$ cat src/rtl/nibble_serial_addsub_if.sv
// Handshake and operand/result bundle for the nibble-serial adder/subtractor.
// The master drives the request; the slave (the datapath) returns the result.
interface nibble_serial_addsub_if;
    logic       start;
    logic       m;
    logic [7:0] a;
    logic [7:0] b;
    logic       ready;
    logic [7:0] s;
    logic       c;
    logic       v;
    logic       done;

    modport master (
        output start, m, a, b,
        input  ready, s, c, v, done
    );

    modport slave (
        input  start, m, a, b,
        output ready, s, c, v, done
    );
endinterface

$ cat src/rtl/nibble_serial_addsub.sv
// 8-bit add/subtract that runs one 4-bit nibble per cycle through a single shared adder.
// The result is published all at once when the high nibble completes.
module nibble_serial_addsub (
    input  logic                          clk,
    input  logic                          rst,
    nibble_serial_addsub_if.slave         bus
);

    localparam logic [1:0] StIdle = 2'd0;
    localparam logic [1:0] StLow  = 2'd1;
    localparam logic [1:0] StHigh = 2'd2;

    logic [1:0] r_state;
    logic [7:0] r_a;
    logic [7:0] r_b;
    logic       r_m;
    logic [3:0] r_lo;
    logic       r_nc;
    logic [7:0] r_s;
    logic       r_c;
    logic       r_v;
    logic       r_done;

    logic [3:0] w_na;
    logic [3:0] w_nb;
    logic       w_cin;
    logic [4:0] w_nsum;
    logic       w_c7;

    // One nibble adder: low half in StLow, high half otherwise; subtract inverts b with cin = m.
    always_comb begin
        w_na  = r_a[7:4];
        w_nb  = r_b[7:4] ^ {4{r_m}};
        w_cin = r_nc;
        if (r_state == StLow) begin
            w_na  = r_a[3:0];
            w_nb  = r_b[3:0] ^ {4{r_m}};
            w_cin = r_m;
        end
    end

    assign w_nsum = {1'b0, w_na} + {1'b0, w_nb} + {4'b0000, w_cin};
    // Carry into the nibble's top bit, i.e. into bit 7 during the high pass.
    assign w_c7   = w_nsum[3] ^ w_na[3] ^ w_nb[3];

    always_ff @(posedge clk) begin
        if (rst) begin
            r_state <= StIdle;
            r_a     <= 8'h00;
            r_b     <= 8'h00;
            r_m     <= 1'b0;
            r_lo    <= 4'h0;
            r_nc    <= 1'b0;
            r_s     <= 8'h00;
            r_c     <= 1'b0;
            r_v     <= 1'b0;
            r_done  <= 1'b0;
        end else begin
            r_done <= 1'b0;
            case (r_state)
                StIdle: begin
                    if (bus.start) begin
                        r_a     <= bus.a;
                        r_b     <= bus.b;
                        r_m     <= bus.m;
                        r_state <= StLow;
                    end
                end
                StLow: begin
                    r_lo    <= w_nsum[3:0];
                    r_nc    <= w_nsum[4];
                    r_state <= StHigh;
                end
                StHigh: begin
                    r_s     <= {w_nsum[3:0], r_lo};
                    r_c     <= w_nsum[4];
                    r_v     <= w_c7 ^ w_nsum[4];
                    r_done  <= 1'b1;
                    r_state <= StIdle;
                end
                default: r_state <= StIdle;
            endcase
        end
    end

    assign bus.ready = (r_state == StIdle);
    assign bus.s     = r_s;
    assign bus.c     = r_c;
    assign bus.v     = r_v;
    assign bus.done  = r_done;

endmodule

$ cat src/flat_wrapper.sv
// flat-port wrapper written by rule: the top's interface ports become plain ports
module nibble_serial_addsub_flat 
  (clk, rst, bus_start, bus_m, bus_a, bus_b, bus_ready, bus_s, bus_c, bus_v, bus_done);
  nibble_serial_addsub_if bus_i ();
  input  logic clk;
  input  logic rst;
  input wire logic [$bits(bus_i.start)-1:0] bus_start;
  input wire logic [$bits(bus_i.m)-1:0] bus_m;
  input wire logic [$bits(bus_i.a)-1:0] bus_a;
  input wire logic [$bits(bus_i.b)-1:0] bus_b;
  output wire logic [$bits(bus_i.ready)-1:0] bus_ready;
  output wire logic [$bits(bus_i.s)-1:0] bus_s;
  output wire logic [$bits(bus_i.c)-1:0] bus_c;
  output wire logic [$bits(bus_i.v)-1:0] bus_v;
  output wire logic [$bits(bus_i.done)-1:0] bus_done;
  assign bus_i.start = bus_start;
  assign bus_i.m = bus_m;
  assign bus_i.a = bus_a;
  assign bus_i.b = bus_b;
  assign bus_ready = bus_i.ready;
  assign bus_s = bus_i.s;
  assign bus_c = bus_i.c;
  assign bus_v = bus_i.v;
  assign bus_done = bus_i.done;
  nibble_serial_addsub u_core (.clk(clk), .rst(rst), .bus(bus_i));
endmodule
$ cat config.mk
export PLATFORM = sky130hd
export DESIGN_NAME = nibble_serial_addsub_flat
export DESIGN_NICKNAME = d
export VERILOG_FILES = /design/src/rtl/nibble_serial_addsub_if.sv /design/src/rtl/nibble_serial_addsub.sv /design/src/flat_wrapper.sv
export SDC_FILE = /design/constraint.sdc
export NUM_CORES = 1
export LEC_CHECK = 0
export CORE_MARGIN = 2
export CORE_UTILIZATION = 50
export DETAILED_ROUTE_END_ITERATION = 12
export PLACE_DENSITY_LB_ADDON = 0.05
export SYNTH_ARGS = -nofsm -noshare
export SYNTH_HDL_FRONTEND = slang
export SYNTH_SLANG_ARGS = --single-unit
export TNS_END_PERCENT = 100
$ cat constraint.sdc
create_clock -name clk -period 9 [get_ports clk]
set_input_delay 0.9 -clock clk [delete_from_list [all_inputs] [get_ports clk]]
set_output_delay 0.9 -clock clk [all_outputs]
set_load 0.01 [all_outputs]
==> out/metrics.csv, run 1 <==
stage;metric;value;unit
sta;final count of hold timing violations;0;
clocking;clock slew at reported path FFs;0.10;ns
power_and_ir_drop;clock network fraction of design power;27.3;%
power_and_ir_drop;switching share of total power;25.81;%
sta;post-route clock period utilization;37.26;%
global_route;GRT overflow;0;
clocking;cell at the root of the clock tree;clkbuf_4;
place;placer's final routability congestion estimate;0.8067;
synthesis;cell types with the largest area share after synthesis;dfxtp_1 47%, nand2_1 17%, a21oi_1 9.8%, xnor2_1 4.1%, fa_1 2.7%;
run;# Max-Cap Violations;0;
drt;post-detailed-route count of antenna-violating nets;0;
floorplan;floorplan die width;58.55;um
floorplan;vertical die dimension;58.55;um
drt;first drt pass iteration count;4;
global_route;number of antenna violations at the first check in global routing;0;
clocking;clock tree from TritonCTS;yes;
place;Post-DP HPWL;2.065;mm
cells_and_area;net count of the finished layout;234;
outcome;result of the run;finished clean;
synthesis;syn_nets;208;
cells_and_area;final instance area;1846;um2
floorplan;area of the die;3428;um2
cells_and_area;antenna cells;0;
place;number of buffers inserted by port buffering;31;
sta;RSZ-0062 raised after global routing;false;
drt;total number of vias;1228;
clocking;Longest Clk Path Bufs;2;
place;cell total after placement;233;
sta;Setup Total Neg Slack;0;ns
power_and_ir_drop;combinational fraction of design power;18.0;%
floorplan;number of ports placed on the die boundary;32;
hold_path;path class of the lowest-slack min-delay path;register to register;
clocking;level count of the clock H-tree;2;
drt;overall routed net length;2.750;mm
sta;Worst-Margin Slew;1.189;ns
sta;final count of pins violating max slew;0;
power_and_ir_drop;cell-internal power;0.2275;mW
setup_path;category of the most critical setup path;register to register;
synthesis;portion of the post-synthesis area used by sequential elements;47.10;%
cells_and_area;layout cell share with drive strength beyond 1;4.306;%
clocking;count of clock tree sinks;35;
sta;post-route minimum period;3.353;ns
sta;worst-case headroom to the max-slew limit;20.49;%
cells_and_area;Post-Layout Cell Count;240;
clocking;# Post-CTS Setup Buffers;0;
place;pre-CTS setup slack;5.646;ns
synthesis;Post-Synthesis Mean Instance Area;8.129;um2
power_and_ir_drop;part of the power in registers;54.6;%
clocking;Resized Gates After CTS;0;
drt;average vias per placed instance;5.117;
cells_and_area;signed area change from the synthesized netlist to the final layout;24.05;%
drt;detail-routed net length per standard cell;11.46;um
floorplan;Floorplan Core Area;2781;um2
setup_path;nature of the critical path startpoint;register;
setup_path;Critical Path AT;3.59;ns
floorplan;effective utilization at floorplan;53.49;%
global_route;pin count of the biggest net entering global routing;36;
sta;crit path setup slack, layout;5.647;ns
place;Placement Cell Area;1789;um2
clocking;TritonCTS buffer count;5;
global_route;wire length of the first global-routing pass;4.912;mm
global_route;number of global-route vias before repair;1136;
cells_and_area;commonest non-fill, non-tap cell in the layout;nand2_1;
setup_path;critical-path maximum fanout;12;
setup_path;Critical Path Sink Type;register;
drt;starting DRC count in detailed routing;19;
drt;remaining design rule violation count;0;
setup_path;Data required, critical path;9.23;ns
synthesis;biggest area consumer among synthesized cells;dfxtp_1;
synthesis;number of warnings issued by yosys;0;
floorplan;cell row count;19;
power_and_ir_drop;power density of the placed cells;166.2;nW/um2
sta;Max Clk Rate;0.2982;GHz
power_and_ir_drop;worst ir drop on vdd;0.1485;mV
synthesis;post-synth design cell area;1488;um2
global_route;Overall Global Routing Usage;19.10;%
synthesis;count of state elements after synthesis;35;
sta;total of endpoints with negative setup slack in the final report;0;
cells_and_area;top library cells by usage in the layout, fill and taps aside;67 x nand2_1, 35 x dfxtp_1, 31 x clkdlybuf4s50_1, 29 x a21oi_1, 10 x nor2_1;
sta;clock tree skew after final layout;0.006007;ns
synthesis;number of instances in the synthesized netlist;183;
power_and_ir_drop;static leakage;0.7303;nW
power_and_ir_drop;Sw Pwr;0.07918;mW
clocking;Post-CTS Hold Buffers;0;
clocking;Worst-Skew Late Latency;0.33;ns
synthesis;post-synthesis cell type count;19;
synthesis;proportion of netlist area held by the largest area contributor;47.10;%
cells_and_area;layout filler cell count;269;
==> routing by layer <==
layer	vias to the layer above	track usage (%)	wire length (um)
li1	645	-	-
met1	551	21.39	1154
met2	29	33.23	1429
met3	3	7.473	139
met4	0	5.980	27
met5	-	0	0
==> cells in the mapped netlist <==
cell type,count
a21o_1,2
ha_1,3
nor2b_1,1
a21oi_1,29
mux2_2,1
a211oi_1,4
o21a_1,1
nand2b_1,2
xor3_1,1
fa_1,2
nor2b_4,1
buf_2,2
nor2_1,10
dfxtp_1,35
nand2_1,67
clkbuf_1,10
xnor2_1,7
mux2i_1,4
and2_1,1
==> logic make-up after synthesis <==
family,after synthesis,synth area share (%)
adder cells (fa/ha/maj),5,5.215
AND/OR/NAND/NOR,82,22.04
AO/OA/AOI/OAI,36,13.29
XOR/XNOR,8,5.719
flip-flops,35,47.10
multiplexers,5,3.448
buffers and inverters,12,3.196
==> power by group through the flow <==
stage | clock, mW | sequential, mW | combinational (mW)
2_1_floorplan | 0 | 0.170 | 0.0380
3_3_place_gp | 0 | 0.171 | 0.0543
3_5_place_dp | 0 | 0.171 | 0.0559
4_1_cts | 0.0868 | 0.168 | 0.0561
5_1_grt | 0.0954 | 0.169 | 0.0623
6_report | 0.0838 | 0.168 | 0.0553
==> area by class of cell <==
| cell class | count | area (um2) | area share (%) |
|---|---|---|---|
| timing repair buffer | 31 | 310.3 | 16.81 |
| clock inverter | 1 | 5.005 | 0.2712 |
| tap | 31 | 38.79 | 2.102 |
| clock buffer | 6 | 51.30 | 2.780 |
| sequential | 35 | 700.7 | 37.97 |
| multi-input combinational | 136 | 739.5 | 40.07 |
==> critical path, stage by stage (launching register included) <==
cell and delay (ns):
dfxtp_1 0.44, nand2b_1 0.46, mux2i_1 0.28, xnor2_1 0.11
fa_1 0.48, fa_1 0.42, a21o_1 0.19, a21oi_1 0.28
xnor2_1 0.17, xor3_1 0.23, o21a_1 0.17
==> state kept, by name (all words and copies together), names as in the netlist <==
register / count
u_core.r_b: 8
u_core.r_a: 8
u_core.r_nc: 1
u_core.bus.done: 1
u_core.bus.c: 1
u_core.bus.v: 1
u_core.r_state: 2
u_core.bus.s: 8
u_core.r_m: 1
u_core.r_lo: 4
==> per-stage QoR <==
step	power [mW]	utilization [%]	hold slack, ns
finish	0.3067	66.35	0.4553
global route	0.3267	66.35	0.4804
CTS	0.3106	66.35	0.4621
detailed placement	0.2271	64.33	0.4496
global placement	0.2253	64.33	0.4417
floorplan	0.2083	-	0.4321
==> path summary, 6_finish.rpt <==
check | start | end | slack [ns] | cells past startpoint
max reg2reg | u_core.r_state[1]$_SDFFE_PP0P_ | u_core.bus.v$_SDFFE_PP0P_ | 5.65 | 10
max | u_core.r_state[1]$_SDFFE_PP0P_ | u_core.bus.v$_SDFFE_PP0P_ | 5.65 | 10
min | u_core.r_lo[3]$_SDFFE_PP0P_ | u_core.bus.s[3]$_SDFFE_PP0P_ | 0.46 | 2
min reg2reg | u_core.r_lo[3]$_SDFFE_PP0P_ | u_core.bus.s[3]$_SDFFE_PP0P_ | 0.46 | 2
No activity file was read; power rests on OpenSTA's default activity.
==> run 2, diff against run 1 <==
--- a/config.mk
+++ b/config.mk
@@ -6,7 +6,7 @@
 export NUM_CORES = 1
 export LEC_CHECK = 0
 export CORE_MARGIN = 2
-export CORE_UTILIZATION = 50
+export CORE_UTILIZATION = 49
 export DETAILED_ROUTE_END_ITERATION = 12
 export PLACE_DENSITY_LB_ADDON = 0.05
 export SYNTH_ARGS = -nofsm -noshare
==> constraint.sdc (replaced) <==
create_clock -name clk -period 3.15 [get_ports clk]
set_input_delay 0.315 -clock clk [delete_from_list [all_inputs] [get_ports clk]]
set_output_delay 0.315 -clock clk [all_outputs]
set_load 0.01 [all_outputs]
==> run 2 against run 1 <==
Sequential share of layout area is 0.63 points lower. Routed wire length up 2.3%. Non-clock buffer count is 2 higher. First-iteration DRC count is 95% higher. Count of clock-buffer cells in the layout rose by 2. Clock skew up 0.0026 ns. Clock power increased to 3.3 times the previous value. Cell count rose by 1.3%. Die area up 1.9%.
==> out/metrics.csv, run 2 (same netlist as run 1, synthesis figures left out) <==
stage;metric;value;unit
run;# Max-Cap Violations;0;
setup_path;Critical Path AT;3.16;ns
sta;final count of hold timing violations;0;
place;placer's final routability congestion estimate;0.8108;
sta;Worst-Margin Slew;0.7551;ns
clocking;TritonCTS buffer count;5;
drt;top layer reached by signal wires;met4;
cells_and_area;top library cells by usage in the layout, fill and taps aside;67 x nand2_1, 35 x dfxtp_1, 31 x clkdlybuf4s50_1, 28 x a21oi_1, 10 x nor2_1;
floorplan;floorplan die width;59.10;um
cells_and_area;antenna cells;0;
cells_and_area;net count of the finished layout;236;
global_route;wire length of the first global-routing pass;4.968;mm
setup_path;Critical Path Sink Type;register;
hold_path;path class of the lowest-slack min-delay path;register to register;
drt;average vias per placed instance;5.041;
clocking;Post-CTS Hold Buffers;0;
clocking;Resized Gates After CTS;0;
clocking;clock slew at reported path FFs;0.10;ns
setup_path;category of the most critical setup path;register to register;
floorplan;number of ports placed on the die boundary;32;
setup_path;nature of the critical path startpoint;register;
global_route;Overall Global Routing Usage;19.18;%
setup_path;Data required, critical path;3.40;ns
cells_and_area;sequential cell area;700.7;um2
cells_and_area;post-layout utilization of the core;66.34;%
global_route;number of antenna violations at the first check in global routing;0;
global_route;GRT overflow;0;
floorplan;Floorplan Core Area;2829;um2
drt;detail-routed net length per standard cell;11.58;um
sta;final count of pins violating max slew;0;
clocking;Worst-Skew Late Latency;0.34;ns
sta;Max Clk Rate;0.3437;GHz
drt;starting DRC count in detailed routing;37;
drt;Metal-1 WL;1.219;mm
setup_path;worst reg2reg setup slack;0.24;ns
cells_and_area;layout cell share with drive strength beyond 1;5.660;%
sta;total of endpoints with negative setup slack in the final report;0;
sta;RSZ-0062 raised after global routing;false;
cells_and_area;multi-input gate area in the final layout;743.2;um2
cells_and_area;layout filler cell count;255;
clocking;Longest Clk Path Bufs;2;
place;Post-DP HPWL;2.149;mm
drt;length of routed met3 wiring;148;um
floorplan;vertical die dimension;59.10;um
cells_and_area;commonest non-fill, non-tap cell in the layout;nand2_1;
sta;clock tree skew after final layout;0.008620;ns
outcome;result of the run;finished clean;
place;number of buffers inserted by port buffering;31;
drt;overall routed net length;2.813;mm
drt;first drt pass iteration count;4;
floorplan;effective utilization at floorplan;52.59;%
power_and_ir_drop;power density of the placed cells;487.7;nW/um2
sta;post-route minimum period;2.909;ns
floorplan;area of the die;3493;um2
sta;post-route clock period utilization;92.35;%
global_route;number of global-route vias before repair;1172;
sta;Setup Total Neg Slack;0;ns
cells_and_area;signed area change from the synthesized netlist to the final layout;26.16;%
clocking;cell at the root of the clock tree;clkbuf_4;
drt;detailed-routed wire length on met2;1.383;mm
global_route;pin count of the biggest net entering global routing;22;
sta;worst-case headroom to the max-slew limit;49.55;%
clocking;clock tree from TritonCTS;yes;
power_and_ir_drop;worst ir drop on vdd;0.4008;mV
floorplan;cell row count;19;
power_and_ir_drop;static leakage;0.7447;nW
clocking;level count of the clock H-tree;2;
clocking;count of clock tree sinks;35;
drt;remaining design rule violation count;0;
clocking;# Post-CTS Setup Buffers;0;
drt;post-detailed-route count of antenna-violating nets;0;
setup_path;critical-path maximum fanout;5;
drt;total number of vias;1225;
-- run 2: critical path, stage by stage, from the launching register on --
cell and delay (ns):
dfxtp_1 0.43, nand2b_1 0.18, mux2i_1 0.22, xnor2_1 0.11, fa_1 0.47, fa_1 0.42, a21o_1 0.21, a21oi_2 0.20
xnor2_1 0.16, xor3_1 0.24, o21a_1 0.17
-- run 2: final timing paths --
path | to | from | depth (start not counted)
max | u_core.bus.v$_SDFFE_PP0P_ | u_core.r_state[1]$_SDFFE_PP0P_ | 10
min | u_core.bus.s[2]$_SDFFE_PP0P_ | u_core.bus.s[2]$_SDFFE_PP0P_ | 2
max reg2reg | u_core.bus.v$_SDFFE_PP0P_ | u_core.r_state[1]$_SDFFE_PP0P_ | 10
min reg2reg | u_core.bus.s[2]$_SDFFE_PP0P_ | u_core.bus.s[2]$_SDFFE_PP0P_ | 2
-- run 2: layout make-up --
type	count	area share, %
clock buffer	8	3.667
multi-input combinational	136	39.60
tap	31	2.067
timing repair buffer	33	17.33
sequential	35	37.33
-- run 2: metrics by stage --
| step | instance area, um2 | setup slack (ns) | hold WS, ns | std cells | power [mW] |
|---|---|---|---|---|---|
| after floorplan | 1488 | 0.1335 | 0.4321 | 183 | 0.5951 |
| after global placement | 1804 | 0.2882 | 0.4412 | 235 | 0.6468 |
| after detailed placement | 1804 | 0.1613 | 0.4453 | 235 | 0.6509 |
| after CTS | 1873 | 0.1340 | 0.4598 | 243 | 0.9252 |
| after global routing | 1877 | 0.03901 | 0.4833 | 243 | 0.9658 |
| final | 1877 | 0.2409 | 0.4565 | 243 | 0.9154 |
-- run 2: report_power, final --
group	switching (mW)	internal, mW	leakage (nW)	total (mW)
logic	0.0786	0.0832	0.420	0.162
registers	0.0137	0.465	0.286	0.479
clock network	0.143	0.131	0.0386	0.275
-- run 2: routing by layer --
layer / vias up / track usage (%)
li1: 649 / -
met1: 541 / 22.98
met5: - / 0
met3: 5 / 6.550
met2: 30 / 30.95
met4: 0 / 8.766
==> run 3, diff against run 2 <==
--- a/config.mk
+++ b/config.mk
@@ -8,6 +8,7 @@
 export CORE_MARGIN = 2
 export CORE_UTILIZATION = 49
 export DETAILED_ROUTE_END_ITERATION = 12
+export GPL_ROUTABILITY_DRIVEN = 0
 export PLACE_DENSITY_LB_ADDON = 0.05
 export SYNTH_ARGS = -nofsm -noshare
 export SYNTH_HDL_FRONTEND = slang
==> results of run 3 <==
Same layout as run 2: the final DEF is identical, and so are final timing and power.
